===== src/rtl/ospi_flash_ctrl.sv =====
// Host-side command sequencer for the OSPI flash model: chip-select framing, single enable strobe, response handshake.
// Optional write/erase read-back verify is enabled by defining OSPI_CTRL_VERIFY_EN.
module ospi_flash_ctrl #(
  parameter int ADDR_W   = 8,
  parameter int DATA_W   = 8,
  parameter int CS_SETUP = 1,
  parameter int CS_HOLD  = 1,
  parameter int CS_IDLE  = 2
) (
  input  logic              clk,
  input  logic              reset_n,
  input  logic              cmd_valid,
  output logic              cmd_ready,
  input  logic [1:0]        cmd_op,
  input  logic [ADDR_W-1:0] cmd_addr,
  input  logic [DATA_W-1:0] cmd_wdata,
  output logic              rsp_valid,
  input  logic              rsp_ready,
  output logic [DATA_W-1:0] rsp_rdata,
  output logic              rsp_err,
  output logic              flash_cs_n,
  output logic              flash_we,
  output logic              flash_re,
  output logic              flash_ee,
  output logic [ADDR_W-1:0] flash_addr,
  output logic [DATA_W-1:0] flash_wdata,
  input  logic [DATA_W-1:0] flash_rdata,
  output logic              busy
);

  localparam logic [2:0] S_IDLE    = 3'd0;
  localparam logic [2:0] S_SETUP   = 3'd1;
  localparam logic [2:0] S_STROBE  = 3'd2;
  localparam logic [2:0] S_HOLD    = 3'd3;
  localparam logic [2:0] S_RESP    = 3'd4;
  localparam logic [2:0] S_GAP     = 3'd5;
  localparam logic [2:0] S_VSTROBE = 3'd6;
  localparam logic [2:0] S_VCAPT   = 3'd7;

  localparam logic [1:0] OP_READ  = 2'b00;
  localparam logic [1:0] OP_WRITE = 2'b01;
  localparam logic [1:0] OP_ERASE = 2'b10;
  localparam logic [1:0] OP_RSVD  = 2'b11;

`ifdef OSPI_CTRL_VERIFY_EN
  localparam logic VERIFY_EN = 1'b1;
`else
  localparam logic VERIFY_EN = 1'b0;
`endif

  localparam int CNT_MAX_SH = (CS_SETUP > CS_HOLD) ? CS_SETUP : CS_HOLD;
  localparam int CNT_MAX    = (CNT_MAX_SH > CS_IDLE) ? CNT_MAX_SH : CS_IDLE;
  localparam int CNT_W      = $clog2(CNT_MAX + 1);

  localparam logic [CNT_W-1:0] L_ONE   = CNT_W'(1);
  localparam logic [CNT_W-1:0] L_SETUP = CNT_W'(CS_SETUP);
  localparam logic [CNT_W-1:0] L_HOLD  = CNT_W'(CS_HOLD);
  localparam logic [CNT_W-1:0] L_IDLE  = CNT_W'(CS_IDLE);

  logic [2:0]        r_state;
  logic [CNT_W-1:0]  r_cnt;
  logic [1:0]        r_op;
  logic              r_cs_n;
  logic              r_we;
  logic              r_re;
  logic              r_ee;
  logic [ADDR_W-1:0] r_addr;
  logic [DATA_W-1:0] r_wdata;
  logic              r_rsp_valid;
  logic [DATA_W-1:0] r_rdata;
  logic              r_err;
  logic [DATA_W-1:0] w_expect;

  // Read-back reference: erased cells read as all-ones
  always_comb begin
    w_expect = r_wdata;
    if (r_op == OP_ERASE) w_expect = '1;
  end

  always_ff @(posedge clk or negedge reset_n) begin
    if (!reset_n) begin
      r_state     <= S_IDLE;
      r_cnt       <= '0;
      r_op        <= OP_READ;
      r_cs_n      <= 1'b1;
      r_we        <= 1'b0;
      r_re        <= 1'b0;
      r_ee        <= 1'b0;
      r_addr      <= '0;
      r_wdata     <= '0;
      r_rsp_valid <= 1'b0;
      r_rdata     <= '0;
      r_err       <= 1'b0;
    end else begin
      case (r_state)
        S_IDLE: begin
          if (cmd_valid) begin
            r_op    <= cmd_op;
            r_addr  <= cmd_addr;
            r_wdata <= cmd_wdata;
            r_rdata <= '0;
            if (cmd_op == OP_RSVD) begin
              r_err       <= 1'b1;
              r_rsp_valid <= 1'b1;
              r_state     <= S_RESP;
            end else begin
              r_err   <= 1'b0;
              r_cs_n  <= 1'b0;
              r_cnt   <= L_SETUP;
              r_state <= S_SETUP;
            end
          end
        end
        S_SETUP: begin
          if (r_cnt == L_ONE) begin
            r_re    <= (r_op == OP_READ);
            r_we    <= (r_op == OP_WRITE);
            r_ee    <= (r_op == OP_ERASE);
            r_state <= S_STROBE;
          end else begin
            r_cnt <= r_cnt - L_ONE;
          end
        end
        S_STROBE: begin
          r_re    <= 1'b0;
          r_we    <= 1'b0;
          r_ee    <= 1'b0;
          r_cnt   <= L_HOLD;
          r_state <= S_HOLD;
        end
        S_HOLD: begin
          // Flash registers data_out on the edge ending STROBE, so it is valid during the first HOLD cycle
          if (r_op == OP_READ && r_cnt == L_HOLD) r_rdata <= flash_rdata;
          if (r_cnt == L_ONE) begin
            if (VERIFY_EN && r_op != OP_READ) begin
              r_re    <= 1'b1;
              r_state <= S_VSTROBE;
            end else begin
              r_cs_n      <= 1'b1;
              r_rsp_valid <= 1'b1;
              r_state     <= S_RESP;
            end
          end else begin
            r_cnt <= r_cnt - L_ONE;
          end
        end
        S_VSTROBE: begin
          r_re    <= 1'b0;
          r_state <= S_VCAPT;
        end
        S_VCAPT: begin
          r_rdata     <= flash_rdata;
          r_err       <= (flash_rdata != w_expect);
          r_cs_n      <= 1'b1;
          r_rsp_valid <= 1'b1;
          r_state     <= S_RESP;
        end
        S_RESP: begin
          if (rsp_ready) begin
            r_rsp_valid <= 1'b0;
            r_cnt       <= L_IDLE;
            r_state     <= S_GAP;
          end
        end
        S_GAP: begin
          if (r_cnt == L_ONE) r_state <= S_IDLE;
          else                r_cnt   <= r_cnt - L_ONE;
        end
        default: r_state <= S_IDLE;
      endcase
    end
  end

  assign cmd_ready   = (r_state == S_IDLE);
  assign busy        = (r_state != S_IDLE);
  assign flash_cs_n  = r_cs_n;
  assign flash_we    = r_we;
  assign flash_re    = r_re;
  assign flash_ee    = r_ee;
  assign flash_addr  = r_addr;
  assign flash_wdata = r_wdata;
  assign rsp_valid   = r_rsp_valid;
  assign rsp_rdata   = r_rdata;
  assign rsp_err     = r_err;

endmodule


===== config.mk =====
export PLATFORM = sky130hd
export DESIGN_NAME = ospi_flash_ctrl
export DESIGN_NICKNAME = d
export VERILOG_FILES = /design/src/rtl/ospi_flash_ctrl.sv
export SDC_FILE = /design/constraint.sdc
export NUM_CORES = 1
export LEC_CHECK = 0
export ABC_AREA = 1
export CAP_MARGIN = 5
export CORE_MARGIN = 2
export CORE_UTILIZATION = 46
export DETAILED_ROUTE_END_ITERATION = 10
export HOLD_SLACK_MARGIN = 0.15
export PLACE_DENSITY = 0.8
export SLEW_MARGIN = 20
export SYNTH_ARGS = -nofsm -noshare
export SYNTH_HDL_FRONTEND = slang
export SYNTH_SLANG_ARGS = --single-unit
export TNS_END_PERCENT = 50

===== constraint.sdc =====
create_clock -name clk -period 1.96 [get_ports clk]
set_clock_uncertainty 0.1 [all_clocks]
set_input_delay 0.49 -clock clk [delete_from_list [all_inputs] [get_ports clk]]
set_output_delay 0.49 -clock clk [all_outputs]
set_load 0.02 [all_outputs]

**Word level (Yosys, flattened, before mapping)**

Cells that the tools add are included.
W data, S select, Z words.

- Muxes and demuxes: 33
- Equal/unequal tests: 21
- $add $sub $neg: 1
- Reduce and logical (&&, ||, !) cells: 21

Operators with widths:

| kind | number |
|---|---|
| $mux W8 | 3 |
| $pmux W3 S8 | 1 |
| $pmux W8 S3 | 1 |
| $mux W3 | 6 |
| $ne A2 B2 Y1 const B | 8 |
| $reduce_and A5 Y1 | 3 |
| $eq A3 B3 Y1 const B | 4 |
| $mux W1 | 11 |
| $mux W2 | 4 |
| $ne A8 B8 Y1 | 1 |
| $pmux W1 S2 | 4 |
| $pmux W2 S4 | 1 |
| $reduce_and A2 Y1 | 4 |
| $reduce_bool A4 Y1 | 2 |
| $eq A3 B2 Y1 const B | 2 |
| $reduce_bool A2 Y1 | 3 |
| $reduce_bool A3 Y1 | 2 |
| $eq A2 B1 Y1 const B | 2 |
| $eq A2 B2 Y1 const B | 2 |
| $pmux W1 S4 | 1 |
| $reduce_and A4 Y1 | 1 |
| $eq A3 B1 Y1 const B | 1 |
| $logic_not A3 Y1 | 1 |
| $pmux W1 S3 | 1 |
| 7 further kinds | 7 |

- Word-level logic and storage cells: 88
- Register bits after elaboration: 37
- Input port bits: 30
- Output and inout bits: 32

**Logic depth before layout (Yosys ltp)**

Gate-level depths: netlist of the first run.

- Depth in word-level cells: 4
- Gate-level depth with buffers: 10
- Depth with buffers taken out: 9

**Worst setup path before layout of the first run**

OpenSTA, ideal clock, no wires.

- Path type: reg-to-reg
- From: reg r_state[0]
- To: reg r_addr[0] (netlist: flash_addr[0])
- Clock period less this slack: 1.555 ns
- Data required time: 1.735 ns
- Stages on the path, launching flop included: 8
- Path buffers: 2
- Arrival time: 1.330 ns
- Path slack: 0.405 ns
- Library setup time: 0.125 ns
- Cells stage by stage: dfrtp_1 -> buf_6 -> clkinv_2 -> nand2_2 -> nor2_4 -> nand2_2 -> buf_6 -> mux2_4

- Cells in the longest elaborated chain, start to end: 2

Ends and longest elaborated chain:

| what | RTL line | RTL |
|---|---|---|
| start, declared | 60 | `logic [2:0] r_state;` |
| start signal, assigned | 82 | `r_state <= S_IDLE;` |
| start signal, assigned | 105 | `r_state <= S_RESP;` |
| start signal, assigned | 110 | `r_state <= S_SETUP;` |
| $logic_not A3 Y1 | n/a |  |
| named net cmd_ready | 13 | `output logic cmd_ready,` |
| $reduce_and A2 Y1 (no source line) | n/a |  |
| end signal, assigned | 99 | `r_addr <= cmd_addr;` |
| end, declared | 67 | `logic [ADDR_W-1:0] r_addr;` |

The timed path passes the listed nets, and every way through them passes these cells.
A chain may end at the register's enable or synchronous reset.

**Worst setup path in the final report of the first run**

- From: reg r_state[1]
- To: out busy

- Cells in the longest elaborated chain, start to end: 1

Ends and longest elaborated chain:

| what | RTL line | RTL |
|---|---|---|
| $reduce_bool A3 Y1 | 175 | `assign busy = (r_state != S_IDLE);` |
| end, declared | 28 | `output logic busy` |

Every way passes these cells.

==> results of run 1 <==
-- layout make-up --
cell class | instances | area, µm² | share of cell area
Sequential cell | 37 | 927.1 | 0.3467
Multi-Input combinational cell | 144 | 784.5 | 0.2934
Timing Repair Buffer | 68 | 665.6 | 0.2489
Inverter | 31 | 117.6 | 0.04399
Clock buffer | 7 | 86.33 | 0.03229
Tap cell | 50 | 62.56 | 0.02340
Clock inverter | 1 | 30.03 | 0.01123
-- flip-flops by register name, summed over array words and instances (netlist names), named ones only --
register     flops
flash_ee         1
flash_addr       8
flash_cs_n       1
r_state          2
r_cnt            2
flash_wdata      8
rsp_valid        1
flash_we         1
rsp_err          1
r_op             2
rsp_rdata        8
flash_re         1
-- routing by layer --
layer / part of all wire / vias up / wire, µm / global-route usage
li1: - / 835 / - / -
met1: 0.45 / 737 / 1868 / 0.2724
met2: 0.46 / 57 / 1911 / 0.3070
met3: 0.070 / 9 / 290 / 0.04112
met4: 0.022 / 0 / 92 / 0.09000
met5: 0 / - / 0 / 0
-- worst max-delay path, stage by stage, from the launching register on --
cell	delay, ps
dfrtp_1	440
nor2_4	150
nand2_1	110
dlygate4sd2_1	340
-- cells by family (layout without fill, tap and decap cells) --
logic type,count (synthesis),count (layout),synth area share
buf+inv,38,107,0.09368
simple gates,100,100,0.2259
xor+xnor,3,3,0.01396
mux,8,8,0.06179
fa+ha+maj,1,1,0.006643
flops,37,37,0.4924
compound gates,32,32,0.1056
-- through the flow --
| step | hold slack, ps | utilization | power, mW | instances | cell area [µm²] |
|---|---|---|---|---|---|
| 3_5_place_dp | 342.1 | 0.6421 | 3.779 | 329 | 2550 |
| 2_1_floorplan | 94.41 | - | 2.884 | 219 | 1883 |
| 5_1_grt | 403.6 | 0.6733 | 4.771 | 338 | 2674 |
| 4_1_cts | 377.0 | 0.6733 | 4.452 | 338 | 2674 |
| 6_report | 375.8 | 0.6733 | 4.415 | 338 | 2674 |
| 3_3_place_gp | 332.6 | 0.6421 | 3.734 | 329 | 2550 |
-- report_power, final --
group          switching, mW  internal, mW
Clock                  0.255         0.415
Sequential             0.194          1.11
Combinational           1.37          1.07
Total                   1.82          2.60
-- cell usage in the layout, fill, tap and decap left out --
cell / synthesis / final
a21oi_1: 11 / 11
buf_12: 0 / 1
buf_2: 2 / 1
buf_4: 0 / 5
bufinv_16: 0 / 1
clkbuf_1: 1 / 1
clkbuf_2: 0 / 1
clkbuf_8: 0 / 6
clkdlybuf4s50_1: 0 / 57
clkinv_2: 1 / 1
dfrtp_1: 36 / 36
dfstp_2: 1 / 1
dlygate4sd2_1: 0 / 2
dlygate4sd3_1: 0 / 1
ha_1: 1 / 1
inv_1: 30 / 30
mux2_2: 1 / 1
mux2_4: 7 / 7
nand2_1: 55 / 55
nand2_2: 4 / 4
nand3_1: 13 / 13
nand3_4: 1 / 1
nor2_1: 25 / 25
nor2_4: 1 / 2
o21ai_0: 8 / 8
o21ai_1: 1 / 1
o22ai_1: 2 / 2
o31ai_1: 7 / 7
o31ai_2: 2 / 2
o32ai_1: 1 / 1
xor2_1: 3 / 3
-- final timing paths --
path	end	slack (ps)	cells past startpoint
setup / recovery	busy	60	3
hold / removal	r_cnt[1]	380	2
setup reg to reg	flash_wdata[7]	190	8
hold reg to reg	r_cnt[1]	380	2
max in group asynchronous	r_cnt[1]	760	3
min in group asynchronous	rsp_valid	560	2
-- repair_timing --
item                                    in CTS  in global routing
hold buffers                                 1                  0
endpoints found under the setup margin       3                  2
resized for setup                            4                  2
hold endpoints to repair                    14                  0
setup buffers                                0                  0
==> results.yml, run 1 <==
logic_synthesis:
  ys_seq_area_frac: 0.4924
  netlist_instances: 219
  synth_edf_count: 0
  yosysTopAreaCellShare: 0.4784
  ys_top_cells_by_count: "55 x nand2_1, 36 x dfrtp_1, 30 x inv_1"
  ys.flop_type: "dfrtp_1"
  synth_warnings: 0
  synthTopCellsByArea: "dfrtp_1 48%, nand2_1 11%, inv_1 6.0%"
  ys_ff_latch: 37
  synth_most_common_cell: "nand2_1"
  avgSynthCellArea_um2: 8.598
  synthesis.area_um2: 1883
  synth_cell_types: 25
  synth_top_area_cell: "dfrtp_1"
  syn_nets: 250
  async_flop_share: 1.000
critical_path:
  worstPathRequired_ps: 1370
  crit_type: "reg2out"
  end_kind: "output pin"
  worstPathArrival_ps: 1310
  critPathMaxFanout: 4
  crit_path_start: "r_state[1]"
  critPathLaunchType: "register"
  r2r_start: "r_state[1]"
worst_hold_path:
  min_from: "r_cnt[1]"
  hold_path_class: "reg2reg"
final_layout:
  fillers: 359
  nNetsFinal: 318
  diodes: 0
  area_delta_synth_final_pct: 41.99
  drive_gt1_frac: 0.1181
floorplan:
  dieWidth_um: 67.98
  rows: 23
  io_pins: 62
  die_y_um: 67.98
  start_util: 0.4742
  dieArea_um2: 4621
  core_region_area_um2: 3971
timing:
  period_needed_ps: 1903
  min_period_over_period: 0.9710
  rsz0062_at_grt: "no"
  tns_ps: 0
  fin_ws_ps: 56.78
  hold_viol: 0
  slew_viol_final: 0
  finalSetupViolCount: 0
  max_freq_ghz: 0.5254
  tightestPinTransition_ps: 411.7
  slew_headroom: 0.7249
place:
  dp_hpwl_mm: 3.224
  gp_congestion: 0.9074
  io_buffers: 61
  preCtsSetupSlack_ps: 47.83
clocking:
  cts_buffer_depth: 2
  htree_levels: 2
  cts_tree: "done"
  clockRootBuffer: "clkbuf_8"
  clk-insertion-delay-late_ps: 280
  clkTransAtPathRegs_ps: 70
  numCtsBuffers: 5
  cts.sinks: 37
detailed_routing:
  dr.pass1.iters: 4
  drc: 0
  drt_wl_total_mm: 4.162
  wl_per_cell_um: 12.31
  ant_nets: 0
  routed_via_density: 4.846
  drt_iter0_markers: 146
  via_count: 1638
pwr:
  worst_ir_drop_vdd_uv: 788.7
  p_leak_nw: 1.318
  powerDensity_nw_per_um2: 1651
status:
  status: "finished clean"
flow_run:
  cap_violations: 0
global_route:
  grt_usage: 0.2001
  grt_pass1_vias: 1484
  grt_pass1_wl_mm: 6.789
  grt_remaining_overflow: 0
  antenna_found_initial: 0
  grt_max_degree: 23
Power figures use the tool's default switching activity.
==> run 2: changes to the inputs <==
Settings changed: CAP_MARGIN 5 to unset.
==> results of run 2 <==
Same layout as run 1: the final DEF is identical, and so are final timing and power.
